File: src/rtl/debounce_array.sv
// rtl/debounce_array.sv - multi-channel push-button synchroniser, debouncer and press/long-press detector
//
// Ports:
//   clk            system clock
//   rst_n          asynchronous active-low reset
//   btn_raw        raw button pins, asynchronous to clk
//   level          debounced button state, 1 = pressed
//   press          one-cycle pulse on a debounced 0->1 transition
//   release_pulse  one-cycle pulse on a debounced 1->0 transition ("release" is a reserved word)
//   long_press     one-cycle pulse once per press after HOLD_CYCLES of continuous press
module debounce_array #(
  parameter int CHANNELS    = 4,
  parameter int DELAY       = 20000,
  parameter int SYNC_STAGES = 2,
  parameter int ACTIVE_LOW  = 0,
  parameter int HOLD_CYCLES = 0
) (
  input  logic                clk,
  input  logic                rst_n,
  input  logic [CHANNELS-1:0] btn_raw,
  output logic [CHANNELS-1:0] level,
  output logic [CHANNELS-1:0] press,
  output logic [CHANNELS-1:0] release_pulse,
  output logic [CHANNELS-1:0] long_press
);

  localparam int CW = $clog2(DELAY + 1);
  localparam logic [CW-1:0] CNT_LAST = CW'(DELAY - 1);

  // Inverting before the synchroniser makes its reset value of 0 mean
  // "released" for both polarities, so no press follows reset.
  logic [CHANNELS-1:0] btn_norm;
  assign btn_norm = (ACTIVE_LOW != 0) ? ~btn_raw : btn_raw;

  for (genvar g = 0; g < CHANNELS; g++) begin : g_ch
    logic [SYNC_STAGES-1:0] sync_q;
    logic [CW-1:0]          cnt_q;
    logic                   level_q;
    logic                   press_q;
    logic                   release_q;
    logic                   s;
    logic                   accept;

    assign s      = sync_q[SYNC_STAGES-1];
    assign accept = (s != level_q) && (cnt_q == CNT_LAST);

    always_ff @(posedge clk or negedge rst_n) begin
      if (!rst_n) begin
        sync_q <= '0;
      end else begin
        sync_q <= {sync_q[SYNC_STAGES-2:0], btn_norm[g]};
      end
    end

    // Counts consecutive cycles of disagreement; any agreeing cycle
    // restarts the count, so glitches shorter than DELAY are dropped.
    always_ff @(posedge clk or negedge rst_n) begin
      if (!rst_n) begin
        cnt_q     <= '0;
        level_q   <= 1'b0;
        press_q   <= 1'b0;
        release_q <= 1'b0;
      end else begin
        press_q   <= 1'b0;
        release_q <= 1'b0;
        if (s == level_q) begin
          cnt_q <= '0;
        end else if (accept) begin
          cnt_q     <= '0;
          level_q   <= s;
          press_q   <= s;
          release_q <= ~s;
        end else begin
          cnt_q <= cnt_q + CW'(1);
        end
      end
    end

    assign level[g]         = level_q;
    assign press[g]         = press_q;
    assign release_pulse[g] = release_q;

    if (HOLD_CYCLES > 0) begin : g_hold
      localparam int HW = $clog2(HOLD_CYCLES + 1);
      localparam logic [HW-1:0] HOLD_MAX = HW'(HOLD_CYCLES);
      localparam logic [HW-1:0] HOLD_PRE = HW'(HOLD_CYCLES - 1);

      logic [HW-1:0] hold_q;
      logic          long_q;

      // Cleared on the edge that raises level, so the pulse lands exactly
      // HOLD_CYCLES cycles after the press pulse. Saturation prevents repeats.
      always_ff @(posedge clk or negedge rst_n) begin
        if (!rst_n) begin
          hold_q <= '0;
          long_q <= 1'b0;
        end else begin
          long_q <= 1'b0;
          if (accept || !level_q) begin
            hold_q <= '0;
          end else if (hold_q != HOLD_MAX) begin
            hold_q <= hold_q + HW'(1);
            long_q <= (hold_q == HOLD_PRE);
          end
        end
      end

      assign long_press[g] = long_q;
    end else begin : g_no_hold
      assign long_press[g] = 1'b0;
    end
  end

endmodule

File: config.mk
export PLATFORM = sky130hd
export DESIGN_NAME = debounce_array
export DESIGN_NICKNAME = d
export VERILOG_FILES = /design/src/rtl/debounce_array.sv
export SDC_FILE = /design/constraint.sdc
export NUM_CORES = 1
export LEC_CHECK = 0
export BUFFER_PORTS_ARGS = -buffer_cell sky130_fd_sc_hd__buf_2
export CORE_UTILIZATION = 41
export CTS_CLUSTER_SIZE = 12
export DETAILED_ROUTE_END_ITERATION = 10
export GPL_ROUTABILITY_DRIVEN = 0
export GPL_TIMING_DRIVEN = 0
export HOLD_SLACK_MARGIN = 0.1
export SYNTH_ARGS = -nofsm -noshare
export SYNTH_HDL_FRONTEND = slang
export SYNTH_SLANG_ARGS = --single-unit
File: constraint.sdc
create_clock -name clk -period 2.92 [get_ports clk]
set_clock_uncertainty 0.2 [all_clocks]
set_input_delay 0.292 -clock clk [delete_from_list [all_inputs] [get_ports clk]]
set_output_delay 0.292 -clock clk [all_outputs]
set_load 0.02 [all_outputs]
* After elaboration in Yosys (flattened, before gate mapping) *
Cells that the tools add are included.

operators by class
  shift operators = 0
  div/mod/pow operators = 0
  bitwise gates (word level) = 8
  muxes and demuxes = 24
  add/subtract/negate cells = 4
  $lt $le $gt $ge = 0
  $mul = 0
  equality and inequality tests = 12
  reductions and logical operators = 8

operator list
  kind                                           number
  2-to-1 mux 15 bit                              8
  adder 15 x 1 -> 15 bit, second input constant  4
  equality test 15 bit, second input constant    4
  2-to-1 mux 1 bit                               16
  inverter 1 bit                                 8
  AND reduction 2 bit                            4
  equality test 1 bit                            4
  logical AND 1 bit                              4
  inequality test 1 bit                          4

word-level totals
  memories = 0
  bits in writable memories = 0
  ROM bits = 0
  output and inout bits = 16
  flip-flop bits (word level) = 80
  latch bits = 0
  word-level logic and storage cells = 76
  input port bits = 6

* Longest topological paths before layout *
Gate-level depths: netlist of the first run.

  depth in word-level cells = 4
  depth in mapped cells = 7
  mapped depth without buffers = 5

* Least setup slack after synthesis of the first run *
Ideal clock, no wire load.

  path type = reg-to-reg
  start = reg g_ch[2].cnt_q[5]
  end = reg g_ch[2].level_q
  buffers on the path = 0
  arrival = 1.794 ns
  slack = 0.801 ns
  library setup time = 0.125 ns
  clock period less this slack = 2.119 ns
  required time = 2.595 ns
  cell stages (with the launch flop) = 4
  path through = dfrtp_1 -> or4b_1 -> or4_4 -> mux2_4

between the ends
  cells in the longest elaborated chain, start to end = 3

RTL lines
  item                                  RTL line  RTL
  start: declaration                    37        logic [CW-1:0] cnt_q;
  start signal: assignment              74        cnt_q <= cnt_q + CW'(1);
  equality test 15 bit                  45        assign accept = (s != level_q) && (cnt_q == CNT_LAST);
  logical AND 1 bit                     45
  AND reduction 2 bit (no source line)  -
  end signal: assignment                70        level_q <= s;
  end: declaration                      38        logic level_q;

Every way passes these cells.
A chain may end at the register's enable or synchronous reset.

* Final worst setup path of the first run *
  start = reg g_ch[0].cnt_q[0]
  end = reg g_ch[0].cnt_q[10]

between the ends
  cells in the longest elaborated chain, start to end = 4
  elaborated cells between the ends (all ways) = 5

RTL lines
  item                                                                            RTL line  RTL
  start: declaration                                                              37
  start signal: assignment                                                        74
  parallel branches: the longest is 2 deep, another holds adder 15 x 1 -> 15 bit  -
  2-to-1 mux 15 bit (*)                                                           68        end else if (accept) begin
  2-to-1 mux 15 bit (*)                                                           66        if (s == level_q) begin

Mark *: on every way between the ends.

==> impl_metrics.tcl, run 1 <==
set metrics [dict create \
    synth_commonest_cells "80 x dfrtp_1, 62 x nor2_1, 30 x xnor2_1" \
    use_met1_pct 19.7 \
    layout_setup_ws_ns 0.555 \
    synth_xor_xnor_area_share_pct 13.5 \
    grt_pass1_vias 2252 \
    r2r_start "g_ch[0].cnt_q[0]" \
    cts_root_buffer "clkbuf_8" \
    post-place-ws_ns 0.570 \
    std_cell_rows 34 \
    multi_input_area_um2 1480 \
    syn_inst 340 \
    yosysMostFrequentCell "dfrtp_1" \
    pin_count 22 \
    finalPower_mw 2.13 \
    arrival_ns 2.37 \
    max_cap_violations 0 \
    grt_usage_pct 14.3 \
    clkPwrFrac_pct 42.2 \
    core-area_um2 8680 \
    die_h_um 96.3 \
    leakage_nw 1.85 \
    synth_ff_type "dfrtp_1" \
    critPathKind "register to register" \
    yosys.area_share.simple_pct 23.9 \
    setup_tns_ns 0 \
    end_kind "register" \
    crit_fanout 10 \
    grt_max_degree 43 \
    syn-cell-area_um2 3650 \
    slew_viol_final 0 \
    comb_power_share_pct 4.1 \
    clock_latency_ns 0.34 \
    crit_family "simple AND/OR/NAND/NOR gates" \
    dpl.cell_count 469 \
    nets 387 \
    dp_hpwl_um 4000 \
    grt_pass1_wl_um 10200 \
    setup_viol 0 \
    p_int_mw 1.68 \
    grt_overflow 0 \
    cpMaxStageDelayCell "dfrtp_1" \
    route.detailed.drc 0 \
    power.net_switching_uw 450 \
    cts_setup_buffers 0 \
    yosys.area.top_type_share_pct 54.9 \
    cp_slowest_stage_delay_ns 0.39 \
    post_route_cells_drive_above_1_share_pct 15.5 \
    path_common_cell "clkbuf_1" \
    synthDistinctLibCells 31 \
    antenna_found_initial 0 \
    irDropWorstVdd_v 0.000184 \
    power_density_nw_per_um2 511 \
    syn_to_final_growth_pct 14.4 \
    diodes 0 \
    rsz0062_at_grt "false" \
    cp-start-kind "register" \
    ys_warn_count 0 \
    hp-class "register to register" \
    drt_first_pass_iters 4 \
    grt-busiest-layer "met2" \
    dieWidth_um 96.3 \
    cts_buffer_depth 2 \
    worstSetupStartpoint "g_ch[0].cnt_q[0]" \
    cts.htree.levels 3 \
    ant_nets 0 \
    detail_route.wirelength_um 6010 \
    grt_util_met3_pct 3.55 \
    power_frac_seq_pct 53.7 \
    crit_chain "ha_1 -> and4_1 -> clkbuf_1 -> nand4_1 -> nand2_1 -> clkbuf_1 -> nor2_1" \
    synth_area_leaders "dfrtp_1 55%, xnor2_1 7.2%, nor2_1 6.4%" \
    synth.largest_area_cell "dfrtp_1" \
    muxShareOfSynthArea_pct 1.34 \
    synthAdderAreaFrac_pct 1.37 \
    cts.sinks 80 \
    hp-start "g_ch[0].sync_q[0]" \
    synth_compound_area_share_pct 0 \
    synth_edf_count 0 \
    hold-worst-slack_ns 0.151 \
    final_cell_count_no_fill 489 \
    cts_buffers 9 \
    hold_viol_final 0 \
    placed_area_um2 3900 \
    synth.avg_cell_area_um2 10.7 \
    synth-seq-area-share_pct 54.9 \
    crit_buf_inv 2 \
    cp_data_required_time_ns 2.93 \
    max_freq_mhz 423 \
    period_minus_slack_ns 2.36 \
    port_buffers 17 \
    met2_usage_pct 21.5 \
    initial_utilization_pct 42.0 \
    period_share_pct 81.0 \
    first_iter_violations 83 \
    die_area_um2 9270 \
    avgViaCountPerCell 4.89 \
    wl_per_cell_um 12.3 \
    status "finished, final reports clean" \
    cts_tree "yes" \
    async_reset_ff_share_pct 100 \
    seq_area_um2 2000 \
    synth_top_family_by_area "simple AND/OR/NAND/NOR gates" \
    final_util_pct 48.1 \
    finalInstanceArea_um2 4170 \
    clk_pin_slew_ns 0.08 \
    vias 2391 \
    swShare_pct 21.1 \
    synth_seq_cells 80 \
    n_fill_cell 826 \
]
==> metal layers <==
layer	wire length, µm	share of wire [%]	vias to the layer above
met3	164	2.7	6
met5	0	0	-
li1	-	-	1210
met1	3050	51	1149
met4	53	0.88	0
met2	2750	46	26
==> cells by family (layout without fill, tap and decap cells) <==
family,count (synthesis),after routing
other,1,4
adder cells (fa/ha/maj),4,4
buffers and inverters,29,67
flip-flops,80,80
multiplexers,4,4
AND/OR/NAND/NOR,166,166
XOR/XNOR,56,56
==> flip-flops by register name, summed over array words and instances (netlist names) <==
register	flops
g_ch.sync_q	8
g_ch.cnt_q	60
g_ch.release_q	4
g_ch.level_q	4
g_ch.press_q	4
==> cell usage in the layout (no fill, tap or decap), drive strengths merged <==
cell	netlist	layout
and2	1	1
and3	3	3
and4	7	7
buf	18	36
bufinv	0	2
clkbuf	4	16
clkinv	0	1
conb	1	4
dfrtp	80	80
dlygate4sd3	0	5
ha	4	4
inv	7	7
mux2	4	4
nand2	17	17
nand2b	2	2
nand3	17	17
nand4	18	18
nand4b	1	1
nor2	62	62
nor3	11	11
nor3b	8	8
nor4	11	11
nor4b	1	1
nor4bb	1	1
or3	2	2
or4	2	2
or4b	2	2
xnor2	30	30
xor2	26	26
==> final timing paths <==
check	end	slack, ns	cells after the start
setup reg to reg	g_ch[0].cnt_q[10]	0.56	7
min in group asynchronous	g_ch[2].cnt_q[9]	0.25	2
hold reg to reg	g_ch[0].sync_q[1]	0.15	0
hold / removal	g_ch[0].sync_q[1]	0.15	0
setup / recovery	g_ch[0].cnt_q[10]	0.56	7
max in group asynchronous	g_ch[1].cnt_q[1]	1.69	3
==> power by group through the flow <==
stage / registers, mW / clock network [mW] / logic, mW
CTS: 1.14 / 0.930 / 0.0908
global placement: 1.17 / 0 / 0.0803
global route: 1.15 / 0.973 / 0.104
floorplan: 1.16 / 0 / 0.0460
detailed placement: 1.17 / 0 / 0.0848
finish: 1.14 / 0.901 / 0.0872
==> timing repair <==
| action | 4_1_cts | 5_1_grt |
|---|---|---|
| endpoints found under the setup margin | 0 | 0 |
| gates resized for setup | 0 | 0 |
| hold buffers | 5 | 0 |
| endpoints found under the hold margin | 42 | 0 |
==> layout make-up <==
class	count	area share, %
plain buffers	22	3.69
clock inverters	3	1.56
well taps	108	3.24
flip-flops and latches	80	48.0
inverters	7	0.630
clock buffers	12	3.72
repair buffers	23	3.78
multi-input cells	234	35.4
No activity file was read; power rests on OpenSTA's default activity.
==> run 2: changes to the inputs <==
Settings changed: ABC_AREA from default to 1.
Clock period 2.92 ns to 2.2 ns, I/O delays scaled along.
==> run 2 against run 1 <==
Compared with the run above: wire length is 31% higher; worst setup slack worse by 0.071 ns; first-iteration DRC count is 51% higher; flip-flop and latch count stayed put; sequential power is 32% higher; highest routed layer unchanged; hold slack hardly changed; clock power is 22% higher.
==> impl_metrics.tcl, run 2 <==
set metrics [dict create \
    status "finished, final reports clean" \
    synth.avg_cell_area_um2 7.99 \
    core-area_um2 9860 \
    synth_edf_count 0 \
    cp.depth 8 \
    min_path_cells 0 \
    antenna_found_initial 0 \
    power_density_nw_per_um2 576 \
    post_cts_resized 0 \
    cts_buffer_depth 2 \
    rr_worst_depth 8 \
    grt_usage_pct 16.1 \
    slew_headroom_pct 56.8 \
    hp-class "register to register" \
    async_reset_ff_share_pct 100 \
    irDropWorstVdd_v 0.000280 \
    end_kind "register" \
    hold_viol_final 0 \
    max_cap_violations 0 \
    crit_buf_inv 1 \
    cp_data_required_time_ns 2.23 \
    yosys.area.top_type_share_pct 47.5 \
    critPathKind "register to register" \
    cts_tree "yes" \
    slew_viol_final 0 \
    grt_pass1_wl_um 13300 \
    grt_max_degree 68 \
    synth.largest_area_cell "dfrtp_1" \
    ys_warn_count 0 \
    clock_latency_ns 0.35 \
    crit_fanout 8 \
    synth_ff_type "dfrtp_1" \
    synthDistinctLibCells 27 \
    cts.sinks 80 \
    pin_count 22 \
    vias 3255 \
    seq_area_um2 2000 \
    std_cell_rows 36 \
    cp-start-kind "register" \
    final_common_cell "nand2_1" \
    dieWidth_um 103 \
    n_fill_cell 939 \
    cts_buffers 9 \
    synth_area_leaders "dfrtp_1 48%, nand2_1 10%, nor2_1 9.5%" \
    syn_to_final_growth_pct 13.1 \
    route.detailed.drc 0 \
    synth_seq_cells 80 \
    syn-cell-area_um2 4210 \
    setup_viol 0 \
    synth-seq-area-share_pct 47.5 \
    worst_pin_slew_ns 0.645 \
    reg2reg_to "g_ch[2].cnt_q[14]" \
    period_share_pct 78.0 \
    reg_top3 "g_ch.cnt_q (60), g_ch.sync_q (8)" \
    leakage_nw 2.19 \
    hp-start "g_ch[3].sync_q[0]" \
    setup_tns_ns 0 \
    final_cell_mix "114 x nand2_1, 107 x nor2_1, 80 x dfrtp_1, 60 x inv_1, 27 x nand3_1" \
    ant_nets 0 \
    syn_inst 527 \
    finalPower_mw 2.74 \
    grt_pass1_vias 2995 \
    cp_slowest_stage_delay_ns 0.38 \
    die_area_um2 10700 \
    grt_overflow 0 \
    nets 575 \
    rsz0062_at_grt "false" \
    yosysMostFrequentCell "nand2_1" \
    avgViaCountPerCell 4.63 \
    initial_utilization_pct 42.7 \
    reg2reg_slack_ns 0.48 \
    die_h_um 103 \
    detail_route.wirelength_um 7870 \
    r2r_start "g_ch[2].cnt_q[0]" \
    clk_pin_slew_ns 0.09 \
    drt_first_pass_iters 4 \
    regMostFlops "g_ch.cnt_q" \
    first_iter_violations 125 \
    port_buffers 17 \
    crit_family "simple AND/OR/NAND/NOR gates" \
    crit_chain "ha_1 -> inv_2 -> nor2_4 -> nand2_2 -> nor2_4 -> nand2_2 -> nand2_4 -> nor2_1" \
    max_freq_mhz 583 \
    period_minus_slack_ns 1.72 \
    diodes 0 \
    wl_per_cell_um 11.2 \
    post_route_cells_drive_above_1_share_pct 16.5 \
    cpMaxStageDelayCell "dfrtp_1" \
    arrival_ns 1.75 \
    whs_endpoint "g_ch[3].sync_q[1]" \
    synth_commonest_cells "114 x nand2_1, 107 x nor2_1, 80 x dfrtp_1" \
    dp_hpwl_um 5590 \
    cts_root_buffer "clkbuf_8" \
    largest_reg_flops 60 \
    multi_input_area_um2 1840 \
    cts.htree.levels 3 \
]
-- run 2: how the worst max path moves through the flow --
stage | from | to | slack (ns)
floorplan | g_ch[0].cnt_q[0] | g_ch[0].cnt_q[10] | 0.71
global placement | rst_n | g_ch[2].cnt_q[14] | 0.05
detailed placement | g_ch[0].cnt_q[0] | g_ch[0].cnt_q[5] | 0.50
CTS | g_ch[2].cnt_q[0] | g_ch[2].cnt_q[14] | 0.48
global route | g_ch[2].cnt_q[0] | g_ch[2].cnt_q[14] | 0.34
finish | g_ch[2].cnt_q[0] | g_ch[2].cnt_q[14] | 0.48
-- run 2: layer usage --
metal,up-vias,part of all wire [%],global-route usage [%]
li1,1688,-,-
met1,1508,51,22.1
met2,49,45,25.2
met3,10,2.8,3.36
met4,0,1.3,6.07
met5,-,0,0
-- run 2: timing repair --
| action | in CTS | in global routing |
|---|---|---|
| hold endpoints to repair | 84 | 0 |
| setup endpoints to repair | 0 | 0 |
| hold buffers | 6 | 0 |
| buffers inserted | 0 | 0 |
-- run 2: cells by family after synthesis --
family,count (synthesis),share of synthesized area [%]
simple gates,314,34.2
compound gates,22,2.91
xor+xnor,21,5.08
fa+ha+maj,4,1.19
flops,80,47.5
buf+inv,85,9.00
other cells,1,0.0891
-- run 2: area by class of cell --
cell class	instances	area share [%]
flip-flops and latches	80	42.0
multi-input cells	365	38.7
inverters	69	5.44
repair buffers	24	3.68
well taps	133	3.50
clock buffers	11	2.97
plain buffers	16	2.52
clock inverters	5	1.18
-- run 2: power breakdown --
group          switching (mW)  leakage (nW)  internal, mW
sequential             0.0194          1.09          1.49
clock                   0.550        0.0993         0.555
combinational          0.0813         0.999        0.0457
-- run 2: stage by stage --
stage	instance area [µm²]	std cells	setup WS (ns)	utilization (%)	hold slack (ns)
after CTS	4760	703	0.475	48.3	0.154
final	4760	703	0.484	48.3	0.151
after detailed placement	4500	681	0.497	45.6	-0.103
after floorplan	4220	530	0.706	-	-0.276
after global placement	4470	680	0.0479	45.3	0.128
after global routing	4760	703	0.340	48.3	0.161
